`config.mk`:
```
export PLATFORM = sky130hd
export DESIGN_NAME = reset_release_voter
export DESIGN_NICKNAME = d
export VERILOG_FILES = /design/src/rtl/reset_release_voter.sv
export SDC_FILE = /design/constraint.sdc
export NUM_CORES = 1
export LEC_CHECK = 0
export BUFFER_PORTS_ARGS = -buffer_cell sky130_fd_sc_hd__clkbuf_2
export CORE_ASPECT_RATIO = 0.6
export CORE_UTILIZATION = 50
export DETAILED_ROUTE_END_ITERATION = 7
export PLACE_DENSITY = 0.79
export SYNTH_ARGS = -nofsm -noshare
export SYNTH_HDL_FRONTEND = slang
export SYNTH_SLANG_ARGS = --single-unit
```
`constraint.sdc`:
```
create_clock -name clk -period 2.3 [get_ports clk]
set_clock_uncertainty 0.15 [all_clocks]
set_input_delay 0.23 -clock clk [delete_from_list [all_inputs] [get_ports clk]]
set_output_delay 0.23 -clock clk [all_outputs]
set_load 0.02 [all_outputs]
```
`src/rtl/reset_release_voter.sv`:
```
// rtl/reset_release_voter.sv - synchronizes, majority-votes and stretches triplicated reset requests
module reset_release_voter #(
   parameter int SYNC_STAGES = 2,
   parameter int HOLD_CYCLES = 16,
   parameter int CNT_W       = 8
) (
   input  logic             clk,
   input  logic             rst,
   input  logic             rstA,
   input  logic             rstB,
   input  logic             rstC,
   input  logic [2:0]       porStatus,
   input  logic             clearErr,
   output logic             rstOut,
   output logic             ready,
   output logic             mismatch,
   output logic [2:0]       errChannel,
   output logic [CNT_W-1:0] errCount,
   output logic [1:0]       state
);

   localparam int               HCW       = $clog2(HOLD_CYCLES + 1);
   localparam logic [HCW-1:0]   HOLD_LAST = HCW'(HOLD_CYCLES - 1);
   localparam logic [CNT_W-1:0] CNT_MAX   = '1;

   typedef enum logic [1:0] {
      ST_ASSERTED = 2'b00,
      ST_HOLD     = 2'b01,
      ST_RUN      = 2'b10
   } state_t;

   // Bit layout of one synchronizer stage: {por[2:0], C, B, A}
   logic [SYNC_STAGES-1:0][5:0] r_sync;
   logic [5:0]                  w_sync_in;
   logic [5:0]                  w_s;
   logic                        w_rst_vote;
   logic                        w_por_vote;
   logic                        w_req;
   logic [2:0]                  w_dis;
   logic                        w_any_dis;

   state_t                      r_state;
   state_t                      w_next_state;
   logic [HCW-1:0]              r_hold_cnt;
   logic [HCW-1:0]              w_next_hold_cnt;
   logic                        r_rst_out;

   logic                        r_mismatch;
   logic [2:0]                  r_err_channel;
   logic [CNT_W-1:0]            r_err_count;

   assign w_sync_in = {porStatus, rstC, rstB, rstA};

   // Synchronizer chain; loads all ones on rst so the block leaves rst requesting reset
   always_ff @(posedge clk) begin
      if (rst) begin
         r_sync <= '1;
      end else begin
         r_sync[0] <= w_sync_in;
         for (int i = 1; i < SYNC_STAGES; i++) begin
            r_sync[i] <= r_sync[i-1];
         end
      end
   end

   assign w_s        = r_sync[SYNC_STAGES-1];
   assign w_rst_vote = (w_s[0] & w_s[1]) | (w_s[0] & w_s[2]) | (w_s[1] & w_s[2]);
   assign w_por_vote = (w_s[3] & w_s[4]) | (w_s[3] & w_s[5]) | (w_s[4] & w_s[5]);
   assign w_req      = w_rst_vote | w_por_vote;

   // A channel disagrees if either its reset replica or its POR bit differs from the vote
   assign w_dis     = ({3{w_rst_vote}} ^ w_s[2:0]) | ({3{w_por_vote}} ^ w_s[5:3]);
   assign w_any_dis = |w_dis;

   // Next-state logic: any request restarts the full hold period
   always_comb begin
      w_next_state    = r_state;
      w_next_hold_cnt = r_hold_cnt;
      case (r_state)
         ST_ASSERTED: begin
            if (!w_req) begin
               w_next_state    = ST_HOLD;
               w_next_hold_cnt = '0;
            end
         end
         ST_HOLD: begin
            if (w_req) begin
               w_next_state = ST_ASSERTED;
            end else if (r_hold_cnt == HOLD_LAST) begin
               w_next_state = ST_RUN;
            end else begin
               w_next_hold_cnt = r_hold_cnt + HCW'(1);
            end
         end
         ST_RUN: begin
            if (w_req) begin
               w_next_state = ST_ASSERTED;
            end
         end
         default: begin
            w_next_state = ST_ASSERTED;
         end
      endcase
   end

   // State register; rstOut is derived from the next state so it moves on the same edge
   always_ff @(posedge clk) begin
      if (rst) begin
         r_state    <= ST_ASSERTED;
         r_hold_cnt <= '0;
         r_rst_out  <= 1'b1;
      end else begin
         r_state    <= w_next_state;
         r_hold_cnt <= w_next_hold_cnt;
         r_rst_out  <= (w_next_state != ST_RUN);
      end
   end

   // Disagreement reporting; clear wins over a same-cycle mismatch and that cycle is not counted
   always_ff @(posedge clk) begin
      if (rst) begin
         r_mismatch    <= 1'b0;
         r_err_channel <= '0;
         r_err_count   <= '0;
      end else begin
         r_mismatch <= w_any_dis;
         if (clearErr) begin
            r_err_channel <= '0;
            r_err_count   <= '0;
         end else if (w_any_dis) begin
            r_err_channel <= r_err_channel | w_dis;
            if (r_err_count != CNT_MAX) begin
               r_err_count <= r_err_count + CNT_W'(1);
            end
         end
      end
   end

   assign rstOut     = r_rst_out;
   assign ready      = !r_rst_out;
   assign mismatch   = r_mismatch;
   assign errChannel = r_err_channel;
   assign errCount   = r_err_count;
   assign state      = r_state;

endmodule
```
Word level (Yosys, flattened, before mapping). Index checks and enable logic that the tools add are counted.

Bits in registers: 32. Bits in latches: 0. Memory bits (writable): 0. Memory bits (read-only): 0. Bits of input ports: 9. Output and inout port bits: 16. Word-level logic and storage cells: 49. Memories: 0.

$add $sub $neg: 2. $mul: 0. Divide/modulo/power cells: 0. Order comparisons: 0. Eq/ne operators: 8. Shift-type cells: 0. Multiplexer cells: 9. Bitwise logic cells: 15. Reductions and logical operators: 7.

Operators by type and width (number): 5-bit 2-to-1 mux (3); 5-bit case mux with 2 select lines (1); 8-bit by 1-bit adder with 8-bit output, second input constant (1); 2-bit 2-to-1 mux (4); 2-bit != test, second input constant (4); 8-bit != test, second input constant (1); 1-bit AND (6); 3-bit bitwise OR (2); 2-bit case mux with 3 select lines (1); 3-bit bitwise XOR (2); 5-bit by 1-bit adder with 5-bit output, second input constant (1); 5-bit by 4-bit == test with 1-bit output, second input constant (1); 1-bit bitwise OR (5); 4-bit AND reduction (1); 3-bit OR reduction (1); 2-bit by 1-bit == test with 1-bit output, second input constant (1); 2-bit == test, second input constant (1); 2-bit logical NOT (1); 2-bit AND reduction (1); 2-bit nonzero test (1); 2-bit OR reduction (1); 1-bit logical NOT (1).

Longest topological paths before layout. Gate-level depths: netlist of the first run.

Depth in word-level cells: 7. Mapped depth: 7. Gate-level depth less buffers: 7.

Least setup slack after synthesis of the first run. Ideal clock, no wire load.

Path kind: register -> register. Start point: register r_hold_cnt[0]. End point: register r_hold_cnt[3]. Setup time: 130 ps. Data arrival time: 1411 ps. Required time: 2020 ps. Path slack: 609 ps. Stages on the path, launching flop included: 8. Buffers on the path: 0. Clock period less this slack: 1691 ps. Cells stage by stage: dfxtp_1 ha_1 and3_1 ha_1 nand4b_1 and2_1 o21ai_0 a21oi_1.

Word-level cells in the longest chain between the ends: 4. Elaborated cells between the ends (all ways): 7. Classes of those cells: 1 x add/sub; 2 x eq/ne; 3 x mux; 1 x reduce/logical.

Ends and longest elaborated chain: start: declaration (RTL line 44) `logic [HCW-1:0] r_hold_cnt;`; start signal: assignment (RTL line 114) `r_hold_cnt <= w_next_hold_cnt;`; 5-bit by 1-bit adder with 5-bit output (RTL line 92) `w_next_hold_cnt = r_hold_cnt + HCW'(1);`; 5-bit 2-to-1 mux (RTL line 89) `end else if (r_hold_cnt == HOLD_LAST) begin`; 5-bit 2-to-1 mux (RTL line 87) `if (w_req) begin`; 5-bit case mux with 2 select lines (RTL line 79) `case (r_state)`.

Several ways; a longest one is shown, not always the timed one. The select of a mux whose other input is x is not followed. A chain may end at the register's enable or synchronous reset.

Final worst setup path of the first run.
Start point: register r_sync, in the netlist w_s[2]. End point: register r_err_count[4], in the netlist errCount[4].

Word-level cells in the longest chain between the ends: 7. Elaborated cells between the ends (all ways): 8. Classes of those cells: 6 x bitwise; 2 x reduce/logical.

Ends and longest elaborated chain: start: declaration (RTL line 33) `logic [SYNC_STAGES-1:0][5:0] r_sync;`; start signal: indexed assignment (RTL line 61) `r_sync[i] <= r_sync[i-1];`; 1-bit AND (RTL line 67) `assign w_rst_vote = (w_s[0] & w_s[1]) | (w_s[0] & w_s[2]) | (w_s[1] & w_s[2]);`; 1-bit bitwise OR (2 in series) (RTL line 67); 3-bit bitwise XOR (*) (RTL line 72) `assign w_dis = ({3{w_rst_vote}} ^ w_s[2:0]) | ({3{w_por_vote}} ^ w_s[5:3]);`; 3-bit bitwise OR (*) (RTL line 72); 3-bit OR reduction (*) (RTL line 73) `assign w_any_dis = |w_dis;`; 2-bit AND reduction (no line) (*); end signal: assignment (RTL line 133) `r_err_count <= r_err_count + CNT_W'(1);`; end: declaration (RTL line 50) `logic [CNT_W-1:0] r_err_count;`.

Every way passes the cells marked *; elsewhere a longest branch is shown, timed or not.

==> results summary, run 1 <==
The run finished with clean final reports. The residual overflow from global routing is 0. The global-route usage over all layers came out at 22.0%. TritonCTS built the clock tree.

The post-route setup TNS is 0 ns. The via count of the first global-routing pass came out at 1100. The synthesized netlist cell count came out at 159. The ratio of total power to cell area came out at 665 nW/um^2. The fill cell instance count of the final layout is 216. After detailed routing, the met2 layer carries 1.39 mm of wire. The tightest min-delay check is of the input port to flip-flop type. Setup repair after global routing left no endpoint under its margin. The endpoint required time on the critical path came out at 2.36 ns. The global placer's final weighted congestion is 0.918. The maximum number of buffers from clock root to sink came out at 2. The worst setup path is of the flip-flop to flip-flop kind.

Including well taps, the total number of placed cells is 208. The arrival time reported for the critical path endpoint came out at 1.94 ns. The layout cell share with drive strength beyond 1 is 24.7%. STA classifies the critical path endpoint as a flip-flop. Clock latency on the worst-skew pair, taken at its later pin, is 0.28 ns. The floorplan step defined a die boundary enclosing 3030 sq um.

The half-perimeter wire length of the detailed placement result is 2.11 mm. For flop-to-flop paths, the worst setup slack is 0.42 ns. The max-capacitance violation count is 0. The count of synthesis-stage warnings from yosys is 0. The worst setup path is launched from a flip-flop. The final count of hold timing violations came out at 0.

The final count of negative-setup-slack endpoints came out at 0. For this block, wires on met1 add up to 1.46 mm. The post-synthesis instance area is 1410 sq um. The number of search-and-repair iterations in the first detailed-routing pass is 4. The via count of the routed design is 1304.

The number of buffer cells added on primary ports is 24. The maximum level of the CTS H-tree came out at 2. 25 I/O pins were placed. Compared with the post-synthesis result, the final layout area differs by 19.6%.

For the pin with the worst max-slew slack, the measured transition is 0.446 ns. The count of routing violations after the opening detailed-route iteration came out at 166. After synthesis, the largest family of logic cells by area is simple AND/OR/NAND/NOR gates. Measured along the y axis, the die boundary spans 43.1 um. The buffer type at the clock tree root is clkbuf_8.

The final layout net count came out at 201. The highest layer touched by signal routing is met4. Derived from the worst setup path, the maximum achievable clock frequency is 532 MHz. Of the total synthesized cell area, the portion taken by full adders, half adders and majority gates is 2.67%. The post-cts gate resize count came out at 0. The number of nets produced by synthesis is 171.

The routed wire length on met3 is 246 um. The clock buffer count from CTS came out at 5. Sequential elements use 45.6% of the synthesized area. The placement row count is 14. The worst relative slew slack is 70.2%. The clock edge transition at the registers on the reported setup and hold paths is 0.07 ns. The TritonCTS sink count is 32. For this configuration, the core starts out at a cell density of 54.6%. In the finished design, the share of the clock period the worst path needs comes to 81.8%. The largest driver fanout on the critical path is 12. The xor and xnor area share after synthesis came out at 0%. The share of the core filled with cells in the final layout is 65.3%. The average instance in the mapped netlist occupies 8.84 sq um. The count of nets left with antenna violations once routing finished came out at 0. The post-synthesis sequential element count is 32. The area fraction in compound gates after synthesis is 16.6%. The non-filler instance count after layout is 222. The post-synthesis share of cell area spent on and, or, nand and nor gates is 30.5%. Measured along the x axis, the die boundary spans 70.4 um. The number of antenna diodes in the final layout is 0. The worst-case IR drop observed on VDD is 343 uV. The count of pins over their slew limit came out at 0. The netlist uses 42 different library cells.

The leakage dissipation is 0.701 nW. The post-layout total power is 1.12 mW. The maximum number of pins on one net before global-route repair is 25. After detailed routing, the number of remaining DRC violations is 0. The number of antenna violations at the first check in global routing came out at 0. In the routed layout, each cell is associated on average with a via count of 5.87. The multiplexer share of the synthesized area is 0.712%.

The wire length reported by the detailed router is 3.15 mm. Dividing the detail-routed wire length by the instance count gives 14.2 um. The final period demand of the worst path is 1.88 ns. The first-pass GRT wire length is 5.00 mm. The core area is 2570 sq um.
timing repair:
item,CTS,global route
buffers inserted,0,0
hold endpoints to repair,6,0
setup endpoints to repair,0,0
hold buffers,6,0
layer usage:
layer  vias to the layer above  track usage, %
met5                         -               0
met4                         0            8.00
met3                         7            8.79
met2                        61            32.4
met1                       602            29.2
li1                        634               -
final timing paths:
kind | from | to | depth (start not counted)
setup / recovery | w_s[2] | errCount[4] | 4
hold / removal | clearErr | errCount[7] | 3
setup reg to reg | w_s[2] | errCount[4] | 4
hold reg to reg | r_sync[0] | w_s[0] | 1
power breakdown:
part	leakage [nW]	internal (mW)	switching [mW]
clock network	0.0510	0.239	0.213
registers	0.262	0.570	0.0137
logic	0.388	0.0384	0.0448
total	0.701	0.847	0.271
cells in the final DEF, fill, tap and decap left out, types with 3 or more instances in the layout:
cell type,instances
clkbuf_8,6
nor3_1,4
nor2_1,12
nand2_1,5
ha_1,3
or3_1,3
inv_1,5
and3_1,5
and2_1,3
nand4b_1,3
o21ai_0,7
a21oi_1,12
dlygate4sd3_1,6
nand2b_1,3
nand3_1,8
or2_2,14
clkbuf_2,24
nor2b_1,3
nand4_1,3
dfxtp_1,32
registers in the layout, indices dropped and copies added, names as in the netlist:
signal      flops
errChannel      3
errCount        8
mismatch        1
r_hold_cnt      5
r_sync          6
rstOut          1
state           2
w_s             6
kinds of logic after synthesis:
logic type | count (synthesis)
buffers and inverters | 12
AOI/OAI and AO/OA | 37
DFF | 32
and+or+nand+nor | 74
adders and majority gates | 3
muxes | 1
area by class of cell:
type / instances / area (sq um) / share of cell area (%)
Multi-Input combinational cell: 115 / 708 / 42.1
Timing Repair Buffer: 30 / 180 / 10.7
Clock inverter: 2 / 10.0 / 0.596
Clock buffer: 6 / 82.6 / 4.91
Sequential cell: 32 / 641 / 38.1
Tap cell: 32 / 40.0 / 2.38
Inverter: 5 / 18.8 / 1.12
metrics by stage:
| step | instance area (sq um) | worst slack (ns) | hold slack, ns |
|---|---|---|---|
| 6_report | 1680 | 0.419 | 0.108 |
| 5_1_grt | 1680 | 0.320 | 0.145 |
| 4_1_cts | 1680 | 0.443 | 0.108 |
| 3_5_place_dp | 1530 | 0.457 | 0.243 |
| 3_3_place_gp | 1530 | 0.538 | 0.242 |
| 2_1_floorplan | 1410 | 0.609 | 0.184 |
synthesized netlist by cell type:
master | n | share of area, %
inv_1 | 5 | 1.3
o21ai_0 | 7 | 2.5
buf_6 | 1 | 0.80
nand4_1 | 3 | 1.3
nand2b_1 | 3 | 1.3
o31ai_1 | 2 | 1.1
or2_2 | 14 | 6.2
and4b_1 | 1 | 0.71
o21a_1 | 1 | 0.53
o311ai_0 | 1 | 0.62
o21ai_1 | 1 | 0.36
and3_1 | 5 | 2.2
a21o_1 | 1 | 0.53
or3_1 | 3 | 1.3
o22a_1 | 1 | 0.62
a41oi_1 | 1 | 0.62
ha_1 | 3 | 2.7
a31oi_1 | 1 | 0.45
clkbuf_1 | 3 | 0.80
buf_2 | 3 | 1.1
nor2b_1 | 3 | 1.3
a22oi_1 | 1 | 0.53
o41ai_1 | 1 | 0.62
o31a_1 | 2 | 1.2
o22ai_1 | 2 | 0.89
mux2i_1 | 1 | 0.71
nand2_1 | 5 | 1.3
nand3_1 | 8 | 2.8
or4_1 | 2 | 1.1
nor4_1 | 2 | 0.89
nor4b_1 | 1 | 0.62
dfxtp_1 | 32 | 46
nand4b_1 | 3 | 1.9
and3_4 | 1 | 0.80
and2_1 | 3 | 1.3
nor3_1 | 4 | 1.4
a221oi_1 | 1 | 0.62
a211oi_1 | 1 | 0.53
nand3b_1 | 1 | 0.53
a21oi_1 | 12 | 4.3
o211ai_1 | 1 | 0.53
nor2_1 | 12 | 3.2
critical path, cell delays in order (launching register included):
cell     delay (ns)
dfxtp_1        0.50
nor3_1         0.13
o22a_1         0.33
or4_1          0.54
a21oi_1        0.15
No activity file was read; power rests on OpenSTA's default activity.
==> run 2, diff against run 1 <==
==> constraint.sdc (replaced) <==
create_clock -name clk -period 1.9 [get_ports clk]
set_clock_uncertainty 0.15 [all_clocks]
set_input_delay 0.19 -clock clk [delete_from_list [all_inputs] [get_ports clk]]
set_output_delay 0.19 -clock clk [all_outputs]
set_load 0.02 [all_outputs]
==> results summary, run 2 (synthesis results as in run 1) <==
Run status: finished, final reports clean (unchanged). The final period demand of the worst path came out at 1.80 ns (was 1.88 ns). The count of routing violations after the opening detailed-route iteration came out at 100 (was 166). The number of setup buffers added after CTS is 0 (unchanged). The worst-case vdd ir drop came to 553 uV (was 343 uV).

The share of the core filled with cells in the final layout came out at 66.9% (was 65.3%). RSZ-0062 raised after global routing: no (unchanged). The post-route setup TNS was 0 ns (unchanged). The actual transition at the worst max-transition pin was 0.472 ns (was 0.446 ns).

The insertion delay of the later-clocked pin in the worst-skew pair is 0.28 ns (about the same). The max-capacitance violation count is 0 (unchanged). The flip-flop count of the largest register after layout was 8 (unchanged). The largest driver fanout on the critical path is 5 (was 12). The final design area excluding fillers came out at 1720 sq um (was 1680 sq um). The mean number of vias per cell is 5.63 (was 5.87).

The leakage dissipation is 0.716 nW (was 0.701 nW). The most common library cell in the layout ignoring fill and taps is dfxtp_1 (unchanged). The routed wire length per instance came out at 13.6 um (was 14.2 um). The non-filler instance count after layout is 225 (was 222). The buffer type at the clock tree root is clkbuf_8 (unchanged). The endpoint required time on the critical path came out at 1.92 ns (was 2.36 ns).

The class of the worst hold path is input port to flip-flop (unchanged). The slowest cell on the critical path is dfxtp_1 (was or4_1). The number of search-and-repair iterations in the first detailed-routing pass came to 4 (unchanged). The via count of the routed design was 1267 (was 1304). The final count of hold timing violations came to 0 (unchanged).

The post-layout total power is 1.45 mW (was 1.12 mW). The antenna diode instance count was 0 (unchanged). The delay contributed by the slowest stage of the critical path came out at 0.33 ns (was 0.54 ns).

The post-route antenna net violation count is 0 (unchanged). The number of buffer cells added on primary ports is 24 (unchanged). The arrival time reported for the critical path endpoint came to 1.82 ns (was 1.94 ns). The wire length reported by the detailed router is 3.06 mm (was 3.15 mm).

The via count of the first global-routing pass is 1127 (was 1100). The global-route usage over all layers came out at 21.9% (was 22.0%). The kind of launch point of the worst setup path is a flip-flop (unchanged). The synthesis-to-layout area growth is 22.6% (was 19.6%). The endpoint kind of the worst setup timing path is a flip-flop (unchanged). The core area came out at 2570 sq um (unchanged). Most frequent cells in the layout: 32 x dfxtp_1, 24 x clkbuf_2, 14 x or2_2 (unchanged). The kind of critical path is flip-flop to flip-flop (unchanged). The maximum number of buffers from clock root to sink came to 2 (unchanged). The clock buffer count from CTS came out at 5 (unchanged). The layout cell share with drive strength beyond 1 is 26.9% (was 24.7%).

The post-route DRC violation count came out at 0 (unchanged). The clock edge transition at the registers on the reported setup and hold paths was 0.07 ns (about the same). The effective utilization at floorplan is 54.6% (unchanged).

The number of antenna violations at the first check in global routing is 0 (unchanged). The clock tree from TritonCTS is done (unchanged). The maximum number of pins on one net before global-route repair is 16 (was 25).

The area of placed instances is 1550 sq um (was 1530 sq um). The residual overflow from global routing was 0 (unchanged). The number of placed instances, taps included came out at 211 (was 208).

The final clock period utilization by the worst path was 94.9% (was 81.8%). The worst relative slew slack is 68.4% (was 70.2%). The maximum level of the CTS H-tree was 2 (unchanged). Critical path, cell by cell: ha_1 -> and3_1 -> ha_2 -> nand4b_1 -> and2_1 -> o21ai_0 -> a21oi_1 (was nor3_1 -> o22a_1 -> or4_1 -> a21oi_1). The first-pass GRT wire length was 4.97 mm (was 5.00 mm). The floorplan die height came out at 43.1 um (unchanged). The number of top-level pins is 25 (unchanged).

The total die area is 3030 sq um (unchanged). The final layout net count came to 204 (was 201). The placement row count is 14 (unchanged).

The final count of negative-setup-slack endpoints is 0 (unchanged). The half-perimeter wire length of the detailed placement result is 2.10 mm (was 2.11 mm). The count of pins over their slew limit is 0 (unchanged). The ratio of total power to cell area was 839 nW/um^2 (was 665 nW/um^2). The global placer's final weighted congestion is 0.859 (was 0.918). The TritonCTS sink count is 32 (unchanged). The floorplan die width came out at 70.4 um (unchanged). The maximum clock rate came out at 555 MHz (was 532 MHz).
run 2: worst paths after layout:
path / end / start / slack [ns] / depth (start not counted)
worst min register to register: w_s[3] / r_sync[3] / 0.26 / 1
worst max register to register: r_hold_cnt[3] / r_hold_cnt[0] / 0.1 / 7
worst min-delay path: mismatch / rst / 0.05 / 2
worst max-delay path: r_hold_cnt[3] / r_hold_cnt[0] / 0.1 / 7
run 2: layout make-up:
class / instances / area (sq um)
clock inverter: 2 / 35.0
multi-input combinational: 115 / 713
inverter: 5 / 18.8
clock buffer: 6 / 72.6
tap: 32 / 40.0
timing repair buffer: 33 / 203
fill: 200 / 852
sequential: 32 / 641
run 2: critical path: cells and delay by family, from the launching register on:
kind            cells  cell delay, ns
flops               1            0.33
compound gates      2            0.23
fa+ha+maj           2            0.41
simple gates        3            0.55
run 2: metrics by stage:
step | worst slack, ns | hold slack, ns
after floorplan | 0.209 | 0.144
after global placement | 0.133 | 0.222
after detailed placement | 0.0715 | 0.224
after CTS | 0.0582 | 0.0461
after global routing | 0.00933 | 0.0582
final | 0.0971 | 0.0469
run 2: timing repair:
item                       in CTS  in global routing
hold endpoints to repair        6                  0
setup endpoints to repair       0                  4
resized for setup               0                  3
hold buffers                    6                  0
run 2: power breakdown:
part           leakage, nW  switching [mW]  internal (mW)
clock               0.0552           0.247          0.389
combinational        0.399          0.0552         0.0504
sequential           0.262          0.0145          0.690
total                0.716           0.317           1.13
run 2: per-layer routing:
metal	vias to the layer above	track usage (%)	wire length (um)	share of wire (%)
met4	0	6.40	21	0.69
met1	574	27.0	1430	47
li1	644	-	-	-
met5	-	0	0	0
met3	4	7.84	199	6.5
met2	45	36.4	1410	46
==> run 3, diff against run 2 <==
--- a/config.mk
+++ b/config.mk
@@ -7,7 +7,9 @@
 export LEC_CHECK = 0
 export BUFFER_PORTS_ARGS = -buffer_cell sky130_fd_sc_hd__clkbuf_2
 export CORE_ASPECT_RATIO = 0.6
+export CORE_MARGIN = 2
 export CORE_UTILIZATION = 50
+export CTS_BUF_LIST = sky130_fd_sc_hd__clkbuf_4
 export DETAILED_ROUTE_END_ITERATION = 7
 export PLACE_DENSITY = 0.79
 export SYNTH_ARGS = -nofsm -noshare
==> results summary, run 3 (synthesis results as in run 1) <==
Run status: finished, final reports clean (unchanged). The synthesis-to-layout area growth is 20.3% (was 22.6%). The floorplan die height is 45.1 um (was 43.1 um). The via count of the routed design was 1300 (was 1267). The maximum level of the CTS H-tree is 2 (unchanged). The worst path setup slack after routing is 0.104 ns (was 0.0971 ns). The number of top-level pins came out at 25 (unchanged). The residual overflow from global routing came to 0 (unchanged). The placement row count came to 14 (unchanged). The final count of negative-setup-slack endpoints came out at 0 (unchanged). The half-perimeter wire length of the detailed placement result was 2.15 mm (was 2.10 mm). The routed wire length per instance is 13.6 um (about the same). The endpoint required time on the critical path is 2.01 ns (was 1.92 ns). The worst setup slack for register-to-register paths came out at 0.10 ns (was 0.1 ns).

The antenna diode instance count is 0 (unchanged). The post-route antenna net violation count came out at 0 (unchanged). The fill cell instance count of the final layout came out at 214 (was 200). The number of antenna violations at the first check in global routing is 0 (unchanged). The effective utilization at floorplan came to 54.2% (was 54.6%). The TritonCTS sink count is 32 (unchanged).

The flip-flop count of the largest register after layout came to 8 (unchanged). The worst relative slew slack was 72.8% (was 68.4%). The maximum number of buffers from clock root to sink is 2 (unchanged). The kind of launch point of the worst setup path is a flip-flop (unchanged).

The top cell family by delay on the critical path is simple AND/OR/NAND/NOR gates (unchanged). The mean number of vias per cell came to 5.80 (was 5.63). The actual transition at the worst max-transition pin is 0.407 ns (was 0.472 ns). The global placer's final weighted congestion came to 0.849 (was 0.859).

The ratio of total power to cell area came out at 789 nW/um^2 (was 839 nW/um^2). The final clock period utilization by the worst path came out at 94.5% (was 94.9%). The share of total power in the clock network was 39.2% (was 44.0%). The net switching fraction of the power is 22.7% (was 21.9%). The layout cell share with drive strength beyond 1 is 27.6% (was 26.9%). The count of pins over their slew limit is 0 (unchanged). The via count of the first global-routing pass came to 1109 (was 1127).

The endpoint kind of the worst setup timing path is a flip-flop (unchanged). The wire length reported by the detailed router is 3.04 mm (was 3.06 mm). The floorplan die width came out at 72.4 um (was 70.4 um). The post-route DRC violation count is 0 (unchanged). The post-layout total power is 1.33 mW (was 1.45 mW). The combinational cell fraction of total power is 7.8% (was 7.3%).

Most frequent cells in the layout: 31 x dfxtp_1, 24 x clkbuf_2, 14 x or2_2 (was 32 x dfxtp_1, 24 x clkbuf_2, 14 x or2_2). Critical path, cell by cell: nor3_1 -> o22a_2 -> or4_1 -> a21oi_1 (was ha_1 -> and3_1 -> ha_2 -> nand4b_1 -> and2_1 -> o21ai_0 -> a21oi_1). The startpoint of the lowest-slack hold path is clearErr (was rst). The max-capacitance violation count came out at 0 (unchanged). The maximum clock rate is 557 MHz (was 555 MHz). The net switching power of the design came out at 0.303 mW (was 0.317 mW). The startpoint of the most critical register-to-register path is w_s[3] (was r_hold_cnt[0]).

The clock edge transition at the registers on the reported setup and hold paths was 0.11 ns (was 0.07 ns). The worst-case vdd ir drop came out at 706 uV (was 553 uV). The count of routing violations after the opening detailed-route iteration is 103 (was 100). The total die area came out at 3260 sq um (was 3030 sq um). The insertion delay of the later-clocked pin in the worst-skew pair came out at 0.34 ns (was 0.28 ns). The number of search-and-repair iterations in the first detailed-routing pass came out at 4 (unchanged). The placement-stage worst setup slack came out at 0.0734 ns (was 0.0715 ns). The share of the core filled with cells in the final layout was 65.2% (was 66.9%). The clock tree from TritonCTS is done (unchanged). The delay contributed by the slowest stage of the critical path is 0.52 ns (was 0.33 ns). The clock buffer count from CTS is 5 (unchanged). RSZ-0062 raised after global routing: no (unchanged). The post-route setup TNS is 0 ns (unchanged).

The final layout net count is 203 (was 204). The internal power contribution came to 1.03 mW (was 1.13 mW). The arrival time reported for the critical path endpoint came out at 1.91 ns (was 1.82 ns). The leakage dissipation is 0.702 nW (was 0.716 nW). The number of buffer and inverter stages on the critical path is 0 (unchanged). The final period demand of the worst path is 1.80 ns (about the same). The class of the worst hold path is input port to flip-flop (unchanged). The global-route usage over all layers was 20.4% (was 21.9%). The largest driver fanout on the critical path is 9 (was 5). The proportion of power drawn by flip-flops and latches came out at 52.9% (was 48.7%). The kind of critical path is flip-flop to flip-flop (unchanged).

The first-pass GRT wire length came out at 4.97 mm (unchanged). The core area came out at 2590 sq um (was 2570 sq um). The maximum number of pins on one net before global-route repair was 25 (was 16). The number of setup buffers added after CTS is 0 (unchanged).

The most common library cell in the layout ignoring fill and taps is dfxtp_1 (unchanged). The buffer type at the clock tree root was clkbuf_4 (was clkbuf_8). The critical path launch point is w_s[3] (was r_hold_cnt[0]).

The number of buffer cells added on primary ports is 24 (unchanged). The slowest cell on the critical path is or4_1 (was dfxtp_1). The final count of hold timing violations is 0 (unchanged).
run 3: cell types whose count changed in the layout (fill, tap and decap cells not counted), sizes merged:
cell | previous run | this run
buf | 3 | 2
run 3: metal layers:
metal	routed length, um	vias to the layer above	GRT usage, %
met5	0	-	0
met2	1270	44	28.1
li1	-	643	-
met4	51	0	11.5
met1	1540	606	29.0
met3	182	7	5.36
run 3: cell type report:
class,instances,area [sq um],share of cell area [%]
Clock buffer,6,45.0,2.66
Clock inverter,2,35.0,2.07
Inverter,5,18.8,1.11
Multi-Input combinational cell,115,714,42.3
Sequential cell,32,642,38.0
Tap cell,32,40.0,2.37
Timing Repair Buffer,32,195,11.5
run 3: metrics by stage:
step	cell area (sq um)	hold slack [ns]	std cells
global route	1690	0.0318	224
CTS	1680	0.0184	224
floorplan	1410	0.144	159
detailed placement	1540	0.225	210
global placement	1540	0.222	210
finish	1690	0.0250	224
run 3: path summary, 6_finish.rpt:
path,endpoint,depth (start not counted)
worst min-delay path,errCount[3],3
worst min register to register,w_s[4],1
worst max register to register,errCount[4],4
worst max-delay path,errCount[4],4
run 3: what timing repair did:
| action | 4_1_cts | 5_1_grt |
|---|---|---|
| resized for setup | 0 | 4 |
| hold buffers | 6 | 0 |
| endpoints found under the hold margin | 6 | 0 |
| setup endpoints to repair | 0 | 8 |
run 3: power by group through the flow:
stage          clock network [mW]  logic [mW]  registers, mW
2_1_floorplan                   0      0.0601          0.723
3_3_place_gp                    0      0.0906          0.719
3_5_place_dp                    0      0.0932          0.721
4_1_cts                     0.532       0.103          0.706
5_1_grt                     0.563       0.115          0.709
6_report                    0.523       0.105          0.706
run 3: tightest hold or removal path, cell delays in order:
cell and delay (ns):
clkbuf_2 0.11, or3_1 0.10, mux2i_1 0.05
